### config.mk
export PLATFORM = sky130hd
export DESIGN_NAME = i2c_write_sequencer
export DESIGN_NICKNAME = d
export VERILOG_FILES = /design/src/rtl/i2c_write_sequencer.sv
export SDC_FILE = /design/constraint.sdc
export NUM_CORES = 1
export LEC_CHECK = 0
export CAP_MARGIN = 20
export CORE_MARGIN = 2
export CORE_UTILIZATION = 40
export DETAILED_ROUTE_END_ITERATION = 10
export PLACE_DENSITY = 0.7
export RECOVER_POWER = 25
export SYNTH_ARGS = -nofsm -noshare
export SYNTH_HDL_FRONTEND = slang
export SYNTH_SLANG_ARGS = --single-unit
export TNS_END_PERCENT = 10
### constraint.sdc
create_clock -name Clock -period 4 [get_ports Clock]
set_input_delay 0.8 -clock Clock [delete_from_list [all_inputs] [get_ports Clock]]
set_output_delay 0.8 -clock Clock [all_outputs]
set_load 0.05 [all_outputs]
### src/rtl/i2c_write_sequencer.sv
// Round-robin sequencer sharing one byte-level I2C master engine
// among NUM_REQ register-write requesters, with NACK retry.
module i2c_write_sequencer #(
  parameter int NUM_REQ    = 2,
  parameter int MAX_RETRY  = 3,
  parameter int GAP_CYCLES = 64
) (
  input  logic                 Clock,
  input  logic                 Reset_n,
  input  logic [NUM_REQ-1:0]   Req,
  input  logic [7*NUM_REQ-1:0] Req_Dev,
  input  logic [8*NUM_REQ-1:0] Req_Reg,
  input  logic [8*NUM_REQ-1:0] Req_Data,
  output logic [NUM_REQ-1:0]   Grant,
  output logic [NUM_REQ-1:0]   Done,
  output logic                 Error,
  output logic                 Busy,
  output logic                 Eng_Valid,
  input  logic                 Eng_Ready,
  output logic                 Eng_Start,
  output logic                 Eng_Stop,
  output logic [7:0]           Eng_Byte,
  input  logic                 Eng_Done,
  input  logic                 Eng_Nack
);

  localparam int IW = (NUM_REQ > 1) ? $clog2(NUM_REQ) : 1;
  localparam int GW = $clog2(GAP_CYCLES + 1);
  localparam logic [IW-1:0] PTR_RST = IW'(NUM_REQ - 1);

  typedef enum logic [3:0] {
    IDLE, ADDR, WAIT_ADDR, REG, WAIT_REG,
    DATA, WAIT_DATA, NACK_GAP, GAP, FINISH
  } state_t;

  state_t         state_q, state_d;
  logic [IW-1:0]  ptr_q, ptr_d;
  logic [IW-1:0]  own_q, own_d;
  logic [6:0]     dev_q, dev_d;
  logic [7:0]     reg_q, reg_d;
  logic [7:0]     data_q, data_d;
  logic [3:0]     retry_q, retry_d;
  logic [GW-1:0]  gap_q, gap_d;
  logic           err_q, err_d;
  logic [NUM_REQ-1:0] own_oh;

  always_ff @(posedge Clock or negedge Reset_n) begin
    if (!Reset_n) begin
      state_q <= IDLE;
      ptr_q   <= PTR_RST;
      own_q   <= '0;
      dev_q   <= '0;
      reg_q   <= '0;
      data_q  <= '0;
      retry_q <= '0;
      gap_q   <= '0;
      err_q   <= 1'b0;
    end else begin
      state_q <= state_d;
      ptr_q   <= ptr_d;
      own_q   <= own_d;
      dev_q   <= dev_d;
      reg_q   <= reg_d;
      data_q  <= data_d;
      retry_q <= retry_d;
      gap_q   <= gap_d;
      err_q   <= err_d;
    end
  end

  assign own_oh = NUM_REQ'(1) << own_q;
  assign Busy   = (state_q != IDLE);
  assign Grant  = Busy ? own_oh : '0;

  always_comb begin
    int   j;
    logic found;
    j         = 0;
    found     = 1'b0;
    state_d   = state_q;
    ptr_d     = ptr_q;
    own_d     = own_q;
    dev_d     = dev_q;
    reg_d     = reg_q;
    data_d    = data_q;
    retry_d   = retry_q;
    gap_d     = gap_q;
    err_d     = err_q;
    Done      = '0;
    Error     = 1'b0;
    Eng_Valid = 1'b0;
    Eng_Start = 1'b0;
    Eng_Stop  = 1'b0;
    Eng_Byte  = 8'h00;
    unique case (state_q)
      IDLE: begin
        // Search starts one past the last owner, wrapping.
        for (int i = 1; i <= NUM_REQ; i++) begin
          j = int'(ptr_q) + i;
          if (j >= NUM_REQ) j = j - NUM_REQ;
          if (!found && Req[j]) begin
            found  = 1'b1;
            own_d  = IW'(j);
            ptr_d  = IW'(j);
            dev_d  = Req_Dev[j*7 +: 7];
            reg_d  = Req_Reg[j*8 +: 8];
            data_d = Req_Data[j*8 +: 8];
          end
        end
        if (found) begin
          state_d = ADDR;
          retry_d = '0;
          err_d   = 1'b0;
        end
      end
      ADDR: begin
        Eng_Valid = 1'b1;
        Eng_Start = 1'b1;
        Eng_Byte  = {dev_q, 1'b0};
        if (Eng_Ready) state_d = WAIT_ADDR;
      end
      WAIT_ADDR: begin
        if (Eng_Done) state_d = Eng_Nack ? NACK_GAP : REG;
      end
      REG: begin
        Eng_Valid = 1'b1;
        Eng_Byte  = reg_q;
        if (Eng_Ready) state_d = WAIT_REG;
      end
      WAIT_REG: begin
        if (Eng_Done) state_d = Eng_Nack ? NACK_GAP : DATA;
      end
      DATA: begin
        Eng_Valid = 1'b1;
        Eng_Stop  = 1'b1;
        Eng_Byte  = data_q;
        if (Eng_Ready) state_d = WAIT_DATA;
      end
      WAIT_DATA: begin
        if (Eng_Done) state_d = Eng_Nack ? NACK_GAP : FINISH;
      end
      NACK_GAP: begin
        // This cycle is the first of the idle gap.
        if (retry_q == 4'(MAX_RETRY)) begin
          err_d   = 1'b1;
          state_d = FINISH;
        end else begin
          retry_d = retry_q + 4'd1;
          if (GAP_CYCLES <= 1) begin
            state_d = ADDR;
          end else begin
            gap_d   = GW'(GAP_CYCLES - 1);
            state_d = GAP;
          end
        end
      end
      GAP: begin
        if (gap_q <= GW'(1)) begin
          gap_d   = '0;
          state_d = ADDR;
        end else begin
          gap_d = gap_q - GW'(1);
        end
      end
      FINISH: begin
        Done    = own_oh;
        Error   = err_q;
        retry_d = '0;
        err_d   = 1'b0;
        state_d = IDLE;
      end
      default: state_d = IDLE;
    endcase
  end

endmodule

# --- Word level (Yosys, flattened, before mapping) ---
# Cells that the tools add are included.
word_totals:
  regBits: 41
  elab_cells: 113
  in_bits: 53
  output_inout_bits: 17
op_classes:
  n_addsub: 6
  mux: 51
  n_reduce_logical: 13
  eq_ne: 20
  mul: 2
  n_lt_le_gt_ge: 5
  n_shift: 7
op_table:
  columns: ["operator", "count"]
  rows:
  - ["2-to-1 mux 32 bit", 4]
  - ["indexed part select 16 x 32 -> 8 bit", 4]
  - ["less-than comparator 32 x 3 -> 1 bit, second input constant", 2]
  - ["multiplier 32 x 4 -> 32 bit, second input constant", 2]
  - ["indexed part select 14 x 32 -> 7 bit", 2]
  - ["2-to-1 mux 4 bit", 11]
  - ["case mux 4 bit (9 select lines)", 1]
  - ["2-to-1 mux 8 bit", 4]
  - ["2-to-1 mux 7 bit", 4]
  - ["case mux 8 bit (3 select lines)", 1]
  - ["inequality test 2 bit, second input constant", 10]
  - ["2-to-1 mux 1 bit", 19]
  - ["== test 4 x 3 -> 1 bit, second input constant", 4]
  - ["case mux 7 bit (2 select lines)", 1]
  - ["== test 4 x 2 -> 1 bit, second input constant", 3]
  - ["case mux 4 bit (3 select lines)", 1]
  - ["== test 4 bit, second input constant", 2]
  - ["AND reduction 8 bit", 1]
  - ["less-or-equal comparator 7 x 1 -> 1 bit, second input constant", 1]
  - ["subtractor 7 x 1 -> 7 bit, second input constant", 1]
  - ["2-to-1 mux 2 bit", 3]
  - ["AND reduction 3 bit", 2]
  - ["adder 4 x 1 -> 4 bit, second input constant", 1]
  - ["== test 4 x 1 -> 1 bit, second input constant", 1]
  - ["17 further kinds", 19]

# --- Longest topological paths before layout ---
# Gate-level depths: netlist of the first run.
depth:
  depth_word: 15
  ltp_mapped: 7
  mapped_depth_nobuf: 7

# --- Worst setup path after synthesis of the first run ---
# OpenSTA, ideal clock, no wires.
synth_timing:
  path_type: "reg-to-output"
  from: "reg state_q[2]"
  to: "out Eng_Byte[1]"
  n_path_buf: 1
  t_required_ns: 3.200
  t_arrival_ns: 2.310
  setup_slack_ns: 0.890
  stages_incl_launch_ff: 6
  path_cell_list: "dfrtp_1 > buf_2 > nand2_1 > nor2_1 > a22oi_1 > nand2_1"
synth_between:
  elab_chain_cells: 2
  word_cells_on_any_way: 4
  cone_classes: "3 x eq/ne; 1 x mux"
synth_lines:
  columns: ["item", "line", "rtl"]
  rows:
  - ["start, declared", "36", "state_t state_q, state_d;"]
  - ["start signal, assigned", "59", "state_q <= state_d;"]
  - ["== test 4 x 3 -> 1 bit (tied with other cells)", "95", "unique case (state_q)"]
  - ["case mux 8 bit (3 select lines) *", "95", null]
  - ["end, declared", "22", "output logic [7:0] Eng_Byte,"]
# Every way passes the cells marked *; elsewhere a longest branch is shown, timed or not.

# --- Worst setup path in the final report of the first run ---
layout_timing:
  from: "reg state_q[2]"
  to: "out Eng_Byte[5]"
# Same word-level chain as after synthesis.

==> results.py, run 1 <==
metrics = {
    "outcome": {
        "outcome": "finished, violations left",
        "violations": "max-capacitance violations, max-slew violations",
    },
    "run": {
        "cap_violations": 1,
    },
    "critical_path": {
        "max_stage_delay_ns": 0.81,
        "critPathBufInv": 2,
        "critPathMaxFanout": 13,
        "crit_chain": "nor2_1 > inv_1 > nor2_1 > nand2_1 > nand2_1 > clkdlybuf4s50_1",
        "endpoint_kind": "primary output",
        "worst-r2r-setup-slack_ns": 1.87,
        "r2r-end": "own_q",
        "worst_ep_required_time_ns": 3.20,
        "r2r_start": "state_q[2]",
        "critPathLaunchType": "flip-flop",
        "critPathSlowestCell": "clkdlybuf4s50_1",
        "critPathTopFamily": "simple AND/OR/NAND/NOR gates",
        "reg2reg_depth": 5,
        "critical_path_class": "flip-flop to primary output",
        "crit_arrival_ns": 2.75,
    },
    "clocking": {
        "ctsResizeCount": 0,
        "cts_tree": "yes",
        "cts_buffers": 5,
        "clk_latency_ns": 0.29,
        "cts_htree_levels": 2,
        "cts.sinks": 41,
        "clockBufferDepth": 2,
        "post_cts_buffers": 0,
        "cts_root_buf": "clkbuf_8",
        "clk_pin_slew_ns": 0.08,
        "hold_buffers": 0,
    },
    "sta": {
        "setup_slack_ns": 0.454,
        "timing.fmax_ghz": 0.282,
        "slew_headroom": -0.424,
        "tightest_slew_ns": 2.14,
        "timing.hold.ws_ns": 0.488,
        "rsz0062_at_grt": "no",
        "skew_ns": 0.00724,
        "fin_crit_ns": 3.55,
        "finalSetupViolCount": 0,
        "finalMaxSlewViolations": 42,
        "tns_ns": 0,
        "finalHoldViolations": 0,
        "period_share": 0.887,
    },
    "synthesis": {
        "synthFlopType": "dfrtp_1",
        "syn_area_sq_um": 2310,
        "synth_common_cells": "nand2_1, dfrtp_1, mux2i_1",
        "async_reset_ff_frac": 1.00,
        "ys_ff_latch": 41,
        "netlist_top_cells_area": "dfrtp_1, mux2i_1, nand2_1",
        "ys_types": 48,
        "yosys.cell_count.top_type": "nand2_1",
        "yosysSeqAreaShare": 0.445,
        "yosysTopAreaCell": "dfrtp_1",
        "netlist.area_leader.share": 0.433,
        "synth_nets": 310,
        "ys_warn_count": 0,
        "synth_cells": 254,
        "synth_area_per_cell_sq_um": 9.10,
        "synth_edf_count": 0,
    },
    "placed_design": {
        "io_buffers": 69,
        "place.gp.congestion": 0.826,
        "dp_hpwl_mm": 4.06,
        "dp_slack_ns": 0.818,
    },
    "grt": {
        "grt_max_degree": 42,
        "grt_overflow": 0,
        "grt_util_all_layers": 0.186,
        "grt_pass1_vias": 2051,
        "grt_pass1_wl_mm": 9.26,
        "antenna_found_initial": 0,
    },
    "pwr": {
        "pwr-share-comb": 0.562,
        "pwr-share-seq": 0.324,
        "p_total_uw": 2320,
        "ir_drop_v": 0.000446,
        "power.internal_uw": 1220,
        "switchingPower_uw": 1100,
        "power.density_nw_per_um2": 727,
        "p_sw_frac": 0.475,
        "clkPwrFrac": 0.114,
        "p_leak_uw": 0.00138,
    },
    "die": {
        "die-area_sq_um": 6400,
        "die_x_microns": 80.0,
        "design.portCount": 70,
        "initial_core_util": 0.417,
        "die_h_microns": 80.0,
        "row_count": 27,
        "core-area_sq_um": 5540,
    },
    "finish": {
        "num_antenna_cells": 0,
        "final-seq-area_sq_um": 1030,
        "drive_above_1_share": 0.0859,
        "fillCellCount": 515,
        "area_growth_pct": 38.0,
        "nets": 381,
        "multi_input_area_sq_um": 1220,
    },
    "routing": {
        "drt-pass1-iter-count": 4,
        "drt-total-wl_mm": 5.36,
        "drt_iter0_drc": 87,
        "route.detailed.drc": 0,
        "ant_nets": 0,
        "wl_per_cell_microns": 13.5,
        "viasPerCell": 5.15,
        "num_vias": 2051,
    },
    "hold_path": {
        "worstHoldStart": "data_q[2]",
        "hold_end": "data_q[2]",
        "hold_path.class": "flip-flop to flip-flop",
        "whs_path_depth": 2,
    },
}
layout make-up:
class	instances	share of cell area
Sequential cell	41	0.322
Multi-Input combinational cell	193	0.383
Clock buffer	5	0.0216
Inverter	9	0.0106
Timing Repair Buffer	75	0.229
Tap cell	72	0.0282
Clock inverter	3	0.00549
tightest hold or removal path, cell delays in order, from the launching register on:
cell and delay, ns:
dfrtp_1 0.35, nand2_1 0.05, o21ai_1 0.06
power by group through the flow:
stage	Sequential [uW]	Clock (uW)	Combinational, uW
global route	779	292	1440
finish	752	264	1300
floorplan	715	0	941
detailed placement	757	0	1310
global placement	754	0	1290
CTS	752	272	1310
sequential cells by signal (all words and copies together) (netlist names):
register	flops
data_q	8
retry_q	4
gap_q	7
dev_q	7
reg_q	8
err_q	1
ptr_q	1
state_q	4
own_q	1
placed cells by master (no fill, tap or decap), types with 4 or more instances in the layout:
cell,synthesis,layout
a21oi_1,7,7
a22oi_1,8,8
buf_4,0,6
clkbuf_8,0,5
clkdlybuf4s50_1,0,68
dfrtp_1,40,40
inv_1,9,9
mux2i_1,23,23
nand2_1,50,50
nand3_1,5,5
nor2_1,15,15
nor3_1,6,6
o21ai_0,13,13
o21ai_1,20,19
o22ai_1,4,4
stage by stage:
step           cells  area, sq um  utilization
4_1_cts          398         3190        0.576
5_1_grt          398         3190        0.576
6_report         398         3190        0.576
3_3_place_gp     390         3100        0.560
3_5_place_dp     390         3100        0.560
2_1_floorplan    254         2310            -
kinds of logic (layout without fill, tap and decap cells):
group	after synthesis	count (layout)	synth area share
buffers and inverters	20	92	0.0347
multiplexers	23	23	0.0996
adder cells (fa/ha/maj)	3	3	0.0162
AO/OA/AOI/OAI	71	71	0.202
AND/OR/NAND/NOR	96	96	0.203
flip-flops	41	41	0.445
routing by layer:
layer | GRT usage | vias up | routed length (microns)
met4 | 0.0847 | 0 | 108
li1 | - | 1048 | -
met2 | 0.291 | 77 | 2440
met3 | 0.0486 | 8 | 384
met5 | 0 | - | 0
met1 | 0.241 | 918 | 2430
worst max-delay path by stage:
stage | from | end | slack (ns) | depth (start not counted)
detailed placement | state_q[2] | Eng_Byte[5] | 0.82 | 6
global route | state_q[2] | Eng_Byte[5] | 0.22 | 6
floorplan | state_q[2] | Eng_Byte[1] | 0.89 | 5
finish | state_q[2] | Eng_Byte[5] | 0.45 | 6
global placement | state_q[2] | Eng_Byte[5] | 0.90 | 6
CTS | state_q[2] | Eng_Byte[5] | 0.48 | 6
Power figures use the tool's default switching activity.
==> inputs of run 2 (changes only) <==
- HOLD_SLACK_MARGIN: not set -> 0.15
==> results of run 2 <==
Same layout as run 1: the final DEF is identical, and so are final timing and power.
